--- config.mk ---
export PLATFORM = sky130hd
export DESIGN_NAME = ex_muldiv
export DESIGN_NICKNAME = d
export VERILOG_FILES = /design/src/rtl/md_pkg.sv /design/src/rtl/md_step.sv /design/src/rtl/ex_muldiv.sv
export SDC_FILE = /design/constraint.sdc
export NUM_CORES = 1
export LEC_CHECK = 0
export ABC_CLOCK_PERIOD_IN_PS = 5300
export BUFFER_PORTS_ARGS = -buffer_cell sky130_fd_sc_hd__clkbuf_2
export CAP_MARGIN = 20
export CELL_PAD_IN_SITES_DETAIL_PLACEMENT = 1
export CELL_PAD_IN_SITES_GLOBAL_PLACEMENT = 1
export CORE_MARGIN = 2
export CORE_UTILIZATION = 30
export CTS_BUF_LIST = sky130_fd_sc_hd__clkbuf_4
export CTS_CLUSTER_SIZE = 20
export DETAILED_ROUTE_END_ITERATION = 16
export HOLD_SLACK_MARGIN = 0.1
export PLACE_DENSITY = 0.56
export SYNTH_ARGS = -nofsm -noshare
export SYNTH_HDL_FRONTEND = slang
export SYNTH_SLANG_ARGS = --single-unit
--- constraint.sdc ---
create_clock -name clk -period 5.3 [get_ports clk]
set_input_delay 0.53 -clock clk [delete_from_list [all_inputs] [get_ports clk]]
set_output_delay 0.53 -clock clk [all_outputs]
set_load 0.02 [all_outputs]
--- src/rtl/md_pkg.sv ---
// md_pkg: shared definitions for the iterative RV32M multiply/divide unit.
//   - funct3 encodings of the M-extension ops
//   - FSM state encoding
//   - special-case quotients for divide-by-zero and signed overflow
package md_pkg;

    localparam logic [2:0] MD_MUL    = 3'd0;
    localparam logic [2:0] MD_MULH   = 3'd1;
    localparam logic [2:0] MD_MULHSU = 3'd2;
    localparam logic [2:0] MD_MULHU  = 3'd3;
    localparam logic [2:0] MD_DIV    = 3'd4;
    localparam logic [2:0] MD_DIVU   = 3'd5;
    localparam logic [2:0] MD_REM    = 3'd6;
    localparam logic [2:0] MD_REMU   = 3'd7;

    typedef enum logic [1:0] {
        MD_IDLE = 2'd0,
        MD_CALC = 2'd1,
        MD_DONE = 2'd2
    } md_state_t;

    localparam logic [31:0] MD_DIV0_Q = 32'hFFFF_FFFF;
    localparam logic [31:0] MD_OVF_Q  = 32'h8000_0000;

endpackage

--- src/rtl/md_step.sv ---
// md_step: combinational single-iteration datapath shared by multiply and
// divide.
//   acc_in     : upper accumulator (multiply) / partial remainder (divide)
//   shreg_in   : multiplier, consumed LSB-first (multiply) /
//                dividend, consumed MSB-first (divide)
//   operand    : multiplicand magnitude / divisor magnitude
//   is_div     : selects the restoring-divide step
//   acc_next   : next accumulator / partial remainder
//   shreg_next : next shift register (divide: shifted left, bit 0 left clear)
//   q_bit      : quotient bit produced by this divide step (0 for multiply)
module md_step #(
    parameter int XLEN = 32
) (
    input  logic [XLEN:0]   acc_in,
    input  logic [XLEN-1:0] shreg_in,
    input  logic [XLEN-1:0] operand,
    input  logic            is_div,
    output logic [XLEN:0]   acc_next,
    output logic [XLEN-1:0] shreg_next,
    output logic            q_bit
);

    logic [XLEN:0]   sum;
    logic [XLEN:0]   shifted;
    logic [XLEN+1:0] diff;

    always_comb begin
        // Multiply: conditionally add, then shift the whole 65-bit pair right
        // so the carry lands in the top bit of the product.
        sum     = acc_in + {1'b0, (shreg_in[0] ? operand : {XLEN{1'b0}})};
        // Divide: bring down the next dividend bit and trial-subtract.
        shifted = {acc_in[XLEN-1:0], shreg_in[XLEN-1]};
        diff    = {1'b0, shifted} - {2'b00, operand};

        q_bit      = 1'b0;
        acc_next   = {1'b0, sum[XLEN:1]};
        shreg_next = {sum[0], shreg_in[XLEN-1:1]};

        if (is_div) begin
            // A clear borrow bit means the trial subtraction fits.
            q_bit      = ~diff[XLEN+1];
            acc_next   = q_bit ? diff[XLEN:0] : shifted;
            shreg_next = {shreg_in[XLEN-2:0], 1'b0};
        end
    end

endmodule

--- src/rtl/ex_muldiv.sv ---
// ex_muldiv: iterative RV32M multiply/divide unit in the execute stage.
//   clk, cpurst           : core clock, asynchronous active-low reset
//   de2ex_*_ffout         : registered decode-to-execute bundle
//   ex_hold               : downstream stall; extends DONE while high
//   mult_stall            : freezes fetch/decode/de_ex while an op is in flight
//   md_valid, md_result   : registered result for the writeback mux
// Works on operand magnitudes and applies the result sign when entering DONE.
module ex_muldiv
    import md_pkg::*;
#(
    parameter int XLEN  = 32,
    parameter int STEPS = 32
) (
    input  logic            clk,
    input  logic            cpurst,
    input  logic            de2ex_MD_OP_ffout,
    input  logic            de2ex_inst_valid_ffout,
    input  logic [2:0]      de2ex_aluop_ffout,
    input  logic [XLEN-1:0] de2ex_rd_oprand1_ffout,
    input  logic [XLEN-1:0] de2ex_rd_oprand2_ffout,
    input  logic            ex_hold,
    output logic            mult_stall,
    output logic            md_valid,
    output logic [XLEN-1:0] md_result
);

    localparam int CW = $clog2(STEPS);
    localparam logic [CW-1:0] LAST_STEP = CW'(STEPS - 1);

    md_state_t         state_reg;
    logic [2:0]        op_reg;
    logic [CW-1:0]     cnt_reg;
    logic [XLEN:0]     hi_reg;
    logic [XLEN-1:0]   lo_reg;
    logic [XLEN-1:0]   opnd_reg;
    logic              neg_reg;
    logic [XLEN-1:0]   result_reg;
    logic              valid_reg;

    logic              req;
    logic              rs1_signed, rs2_signed;
    logic              sign1, sign2;
    logic [XLEN-1:0]   mag1, mag2;
    logic              is_rem_in, div0, ovf;
    logic              neg_in;
    logic [XLEN-1:0]   special_res;

    logic [XLEN:0]     step_hi;
    logic [XLEN-1:0]   step_lo;
    logic              step_q;
    logic [XLEN-1:0]   lo_new;
    logic [2*XLEN-1:0] prod, prod_s;
    logic [XLEN-1:0]   div_val, div_s;
    logic [XLEN-1:0]   final_res;

    // Request decode and operand preparation
    always_comb begin
        req        = de2ex_MD_OP_ffout & de2ex_inst_valid_ffout;
        rs1_signed = (de2ex_aluop_ffout == MD_MUL)    || (de2ex_aluop_ffout == MD_MULH) ||
                     (de2ex_aluop_ffout == MD_MULHSU) || (de2ex_aluop_ffout == MD_DIV)  ||
                     (de2ex_aluop_ffout == MD_REM);
        rs2_signed = (de2ex_aluop_ffout == MD_MUL) || (de2ex_aluop_ffout == MD_MULH) ||
                     (de2ex_aluop_ffout == MD_DIV) || (de2ex_aluop_ffout == MD_REM);
        sign1      = rs1_signed & de2ex_rd_oprand1_ffout[XLEN-1];
        sign2      = rs2_signed & de2ex_rd_oprand2_ffout[XLEN-1];
        mag1       = sign1 ? -de2ex_rd_oprand1_ffout : de2ex_rd_oprand1_ffout;
        mag2       = sign2 ? -de2ex_rd_oprand2_ffout : de2ex_rd_oprand2_ffout;
        is_rem_in  = de2ex_aluop_ffout[2] & de2ex_aluop_ffout[1];
        div0       = de2ex_aluop_ffout[2] & (de2ex_rd_oprand2_ffout == '0);
        ovf        = ((de2ex_aluop_ffout == MD_DIV) || (de2ex_aluop_ffout == MD_REM)) &&
                     (de2ex_rd_oprand1_ffout == {1'b1, {(XLEN-1){1'b0}}}) &&
                     (de2ex_rd_oprand2_ffout == '1);
        // Remainder takes the dividend's sign; everything else sign1 ^ sign2.
        neg_in     = is_rem_in ? sign1 : (sign1 ^ sign2);
        if (div0)
            special_res = is_rem_in ? de2ex_rd_oprand1_ffout : MD_DIV0_Q;
        else
            special_res = is_rem_in ? '0 : MD_OVF_Q;
    end

    md_step #(.XLEN(XLEN)) u_step (
        .acc_in     (hi_reg),
        .shreg_in   (lo_reg),
        .operand    (opnd_reg),
        .is_div     (op_reg[2]),
        .acc_next   (step_hi),
        .shreg_next (step_lo),
        .q_bit      (step_q)
    );

    // Final-step result with sign applied; registered on DONE entry.
    always_comb begin
        lo_new  = step_lo | {{(XLEN-1){1'b0}}, step_q};
        prod    = {step_hi[XLEN-1:0], lo_new};
        // Negate the full 64-bit product so the high half is correct.
        prod_s  = neg_reg ? -prod : prod;
        div_val = op_reg[1] ? step_hi[XLEN-1:0] : lo_new;
        div_s   = neg_reg ? -div_val : div_val;
        if (op_reg[2])
            final_res = div_s;
        else if (op_reg == MD_MUL)
            final_res = prod_s[XLEN-1:0];
        else
            final_res = prod_s[2*XLEN-1:XLEN];
    end

    // Combinational so the request cycle itself already freezes the front end.
    assign mult_stall = ((state_reg == MD_IDLE) && req) || (state_reg == MD_CALC);
    assign md_valid   = valid_reg;
    assign md_result  = result_reg;

    always_ff @(posedge clk or negedge cpurst) begin
        if (!cpurst) begin
            state_reg  <= MD_IDLE;
            op_reg     <= '0;
            cnt_reg    <= '0;
            hi_reg     <= '0;
            lo_reg     <= '0;
            opnd_reg   <= '0;
            neg_reg    <= 1'b0;
            result_reg <= '0;
            valid_reg  <= 1'b0;
        end else begin
            case (state_reg)
                MD_IDLE: begin
                    if (req) begin
                        op_reg   <= de2ex_aluop_ffout;
                        neg_reg  <= neg_in;
                        cnt_reg  <= '0;
                        hi_reg   <= '0;
                        lo_reg   <= mag1;
                        opnd_reg <= mag2;
                        if (div0 || ovf) begin
                            result_reg <= special_res;
                            valid_reg  <= 1'b1;
                            state_reg  <= MD_DONE;
                        end else begin
                            state_reg  <= MD_CALC;
                        end
                    end
                end
                MD_CALC: begin
                    hi_reg  <= step_hi;
                    lo_reg  <= lo_new;
                    cnt_reg <= cnt_reg + 1'b1;
                    if (cnt_reg == LAST_STEP) begin
                        result_reg <= final_res;
                        valid_reg  <= 1'b1;
                        state_reg  <= MD_DONE;
                    end
                end
                MD_DONE: begin
                    // de_ex advances on the exit edge, so no re-trigger.
                    if (!ex_hold) begin
                        valid_reg <= 1'b0;
                        state_reg <= MD_IDLE;
                    end
                end
                default: begin
                    valid_reg <= 1'b0;
                    state_reg <= MD_IDLE;
                end
            endcase
        end
    end

endmodule

==> summary.md <==
| Metric | Value |
|---|---|
| Flops & latches, synth | 141 |
| Startpoint types | flop |
| Port Buffers | 105 |
| Max-cap violations | 0 |
| Number of distinct library cells after synthesis | 105 |
| Tcrit/Tclk final | 0.978 |
| WHS Path Cells | 3 |
| CP arrival | 5.83 ns |
| Wire length per cell | 26.5 um |
| Syn_nets | 2377 |
| Clock transition at path regs | 0.14 ns |
| Post-detailed-route count of antenna-violating nets | 0 |
| Worst setup margin | 0.118 ns |
| Starting DRT DRC Count | 1609 |
| TritonRoute pass-1 iters | 5 |
| Outcome | finished clean |
| Layout Nets | 2623 |
| Remaining Overflow, GRT | 0 |
| Post-detailed-route via-to-cell ratio | 6.03 |
| Layout cells sized above 1 | 0.197 |
| Worst-skew pair later-pin latency | 0.79 ns |
| H-Tree Depth | 4 |
| Clock Tree Buf Depth | 2 |
| Area of the core | 0.0540 mm^2 |
| Vias in the first global route | 19452 |
| Setup WS pre-CTS | 0.00348 ns |
| Kind of critical path | flop to flop |
| Fin util | 0.370 |
| Synthesis warning total | 0 |
| Primary FF master, synth | dfrtp_1 |
| Num CTS Buffers | 17 |
| Instance count of the mapped netlist | 2232 |
| DRT Wirelength | 84600 um |
| CTS tree | yes |
| Final setup fails | 0 |
| Fillers | 6663 |
| DR vias | 19241 |
| Final Slew Violations | 0 |
| Min Hold Slack | 0.201 ns |
| Setup TNS | 0 ns |
| Crit. End Element | flop |
| GRT Overall Usage | 0.296 |
| Slew @ Worst Pin | 1.20 ns |
| Clock sinks | 141 |
| Post-synth EDFFs | 0 |
| Seq/Total Area, Yosys | 0.215 |
| First-pass GRT wire length | 125000 um |
| WP data required | 5.95 ns |
| Worst Hold Class | primary input to flop |
| FF-to-FF path depth | 18 |
| Fmax | 193 MHz |
| Relative slew slack | 0.196 |
| Final hold vios | 0 |
| Largest net degree at the start of global routing | 73 |
| Layout area overhead | 21.7% |
| Final Skew | 0.0344 ns |
| Die height | 238 um |
| Die width | 238 um |
| Post-Syn Area | 0.0164 mm^2 |
| FP Rows | 85 |
| Ys async rst share | 1.00 |
| Antenna violations before repair | 9 |
| Largest register FFs | 33 |
| Post-route DRC violation count | 0 |
| Placed wire-length estimate | 67800 um |
| Boundary Pins | 106 |
| Starting Density | 0.304 |
| Crit path time final | 5.18 ns |
| RePlAce Congestion | 0.958 |
| Die ar. | 0.0567 mm^2 |
| Clock root buffer | clkbuf_4 |
| Worst-path fanout max | 6 |
| Syn avg cell area | 7.37 um^2 |
per-stage QoR:
step / area, um^2 / instances
3_5_place_dp: 18800 / 3084
2_1_floorplan: 16500 / 2232
3_3_place_gp: 18800 / 3084
5_1_grt: 20000 / 3191
6_report: 20000 / 3192
4_1_cts: 19600 / 3166
layout by cell type, fill, tap and decap left out, types with 24 or more instances in the layout:
cell,Yosys,final
a21o_1,29,29
a21oi_1,164,155
a31oi_1,38,38
and2_1,48,47
buf_4,2,212
clkbuf_2,2,104
dfrtp_1,141,135
dlygate4sd3_1,0,50
ha_1,71,59
inv_1,68,66
mux2i_1,38,37
nand2_1,270,268
nand3_1,56,55
nand4_1,40,40
nor2_1,173,170
nor3_1,60,57
o211ai_1,24,24
o21ai_0,232,229
o221ai_1,26,25
o31ai_1,39,39
or3_1,28,24
xnor2_1,84,84
xor2_1,71,71
final timing paths:
path                                       startpoint                         to  slack, ns
max                          opnd_reg[11]$_DFFE_PN0P_  md_result[30]$_DFFE_PN0P_       0.12
min                        de2ex_rd_oprand2_ffout[12]   opnd_reg[12]$_DFFE_PN0P_       0.20
max reg2reg                  opnd_reg[11]$_DFFE_PN0P_  md_result[30]$_DFFE_PN0P_       0.12
min reg2reg                 md_result[13]$_DFFE_PN0P_  md_result[13]$_DFFE_PN0P_       0.50
max in group asynchronous                      cpurst    opnd_reg[7]$_DFFE_PN0P_       4.01
min in group asynchronous                      cpurst  md_result[23]$_DFFE_PN0P_       0.32
cells by family after synthesis:
family,count (synthesis),synth area share
muxes,61,0.0389
xor gates and xnor gates,155,0.0826
DFF,141,0.215
adders and majority gates,73,0.0565
and+or+nand+nor,815,0.244
buffers and inverters,213,0.0537
AOI/OAI and AO/OA,774,0.310
cell usage after synthesis (15+ instances only):
| library cell | number | area, um^2 |
|---|---|---|
| a211oi_1 | 22 | 165 |
| a21o_1 | 29 | 218 |
| a21oi_1 | 164 | 821 |
| a22o_1 | 15 | 131 |
| a31oi_1 | 38 | 238 |
| and2_1 | 48 | 300 |
| buf_2 | 23 | 115 |
| clkbuf_1 | 101 | 379 |
| dfrtp_1 | 141 | 3530 |
| ha_1 | 71 | 888 |
| inv_1 | 68 | 255 |
| mux2_2 | 23 | 259 |
| mux2i_1 | 38 | 380 |
| nand2_1 | 270 | 1010 |
| nand2b_1 | 22 | 138 |
| nand3_1 | 56 | 280 |
| nand4_1 | 40 | 250 |
| nor2_1 | 173 | 649 |
| nor3_1 | 60 | 300 |
| nor4_1 | 20 | 125 |
| o211ai_1 | 24 | 180 |
| o21a_1 | 16 | 120 |
| o21ai_0 | 232 | 1160 |
| o221ai_1 | 26 | 228 |
| o22ai_1 | 18 | 113 |
| o31ai_1 | 39 | 293 |
| o41ai_1 | 17 | 149 |
| or3_1 | 28 | 175 |
| xnor2_1 | 84 | 736 |
| xor2_1 | 71 | 622 |
critical path, cell delays in order, from the launching register on:
cell,delay [ns]
dfrtp_1,0.44
inv_1,0.08
ha_1,0.38
nand4_1,0.31
a2111oi_4,0.48
buf_4,0.21
o211a_2,0.33
nor4_1,0.12
o31ai_4,0.38
nor2_1,0.07
nor2_1,0.21
ha_1,0.33
nand3_1,0.10
or4_1,0.64
buf_4,0.23
nor4_1,0.28
buf_4,0.18
mux2i_1,0.17
a41oi_1,0.12
area by class of cell:
| cell class | count | area, um^2 | area share |
|---|---|---|---|
| antenna | 5 | 12.5 | 0.000625 |
| inverter | 70 | 263 | 0.0131 |
| clock inverter | 13 | 165 | 0.00825 |
| timing repair buffer | 370 | 2680 | 0.134 |
| multi-input combinational | 1878 | 12300 | 0.617 |
| clock buffer | 19 | 143 | 0.00713 |
| sequential | 141 | 3540 | 0.177 |
| tap | 696 | 871 | 0.0435 |
repair_timing:
item / 4_1_cts / 5_1_grt
setup endpoints to repair: 2 / 18
hold buffers: 50 / 0
pin swaps: 1 / 22
resized for setup: 3 / 53
hold endpoints to repair: 125 / 0
buffers inserted: 0 / 21
metal layers:
metal  track usage  routed length (um)  vias up
li1              -                   -     8778
met1         0.399               38100     9777
met2         0.487               39500      579
met3        0.0450                4730      107
met4        0.0913                2290        0
met5             0                   0        -
Power is left out: the tool's default activity adds up to more than one toggle a clock period on the data nets, which glitch-free logic cannot reach.
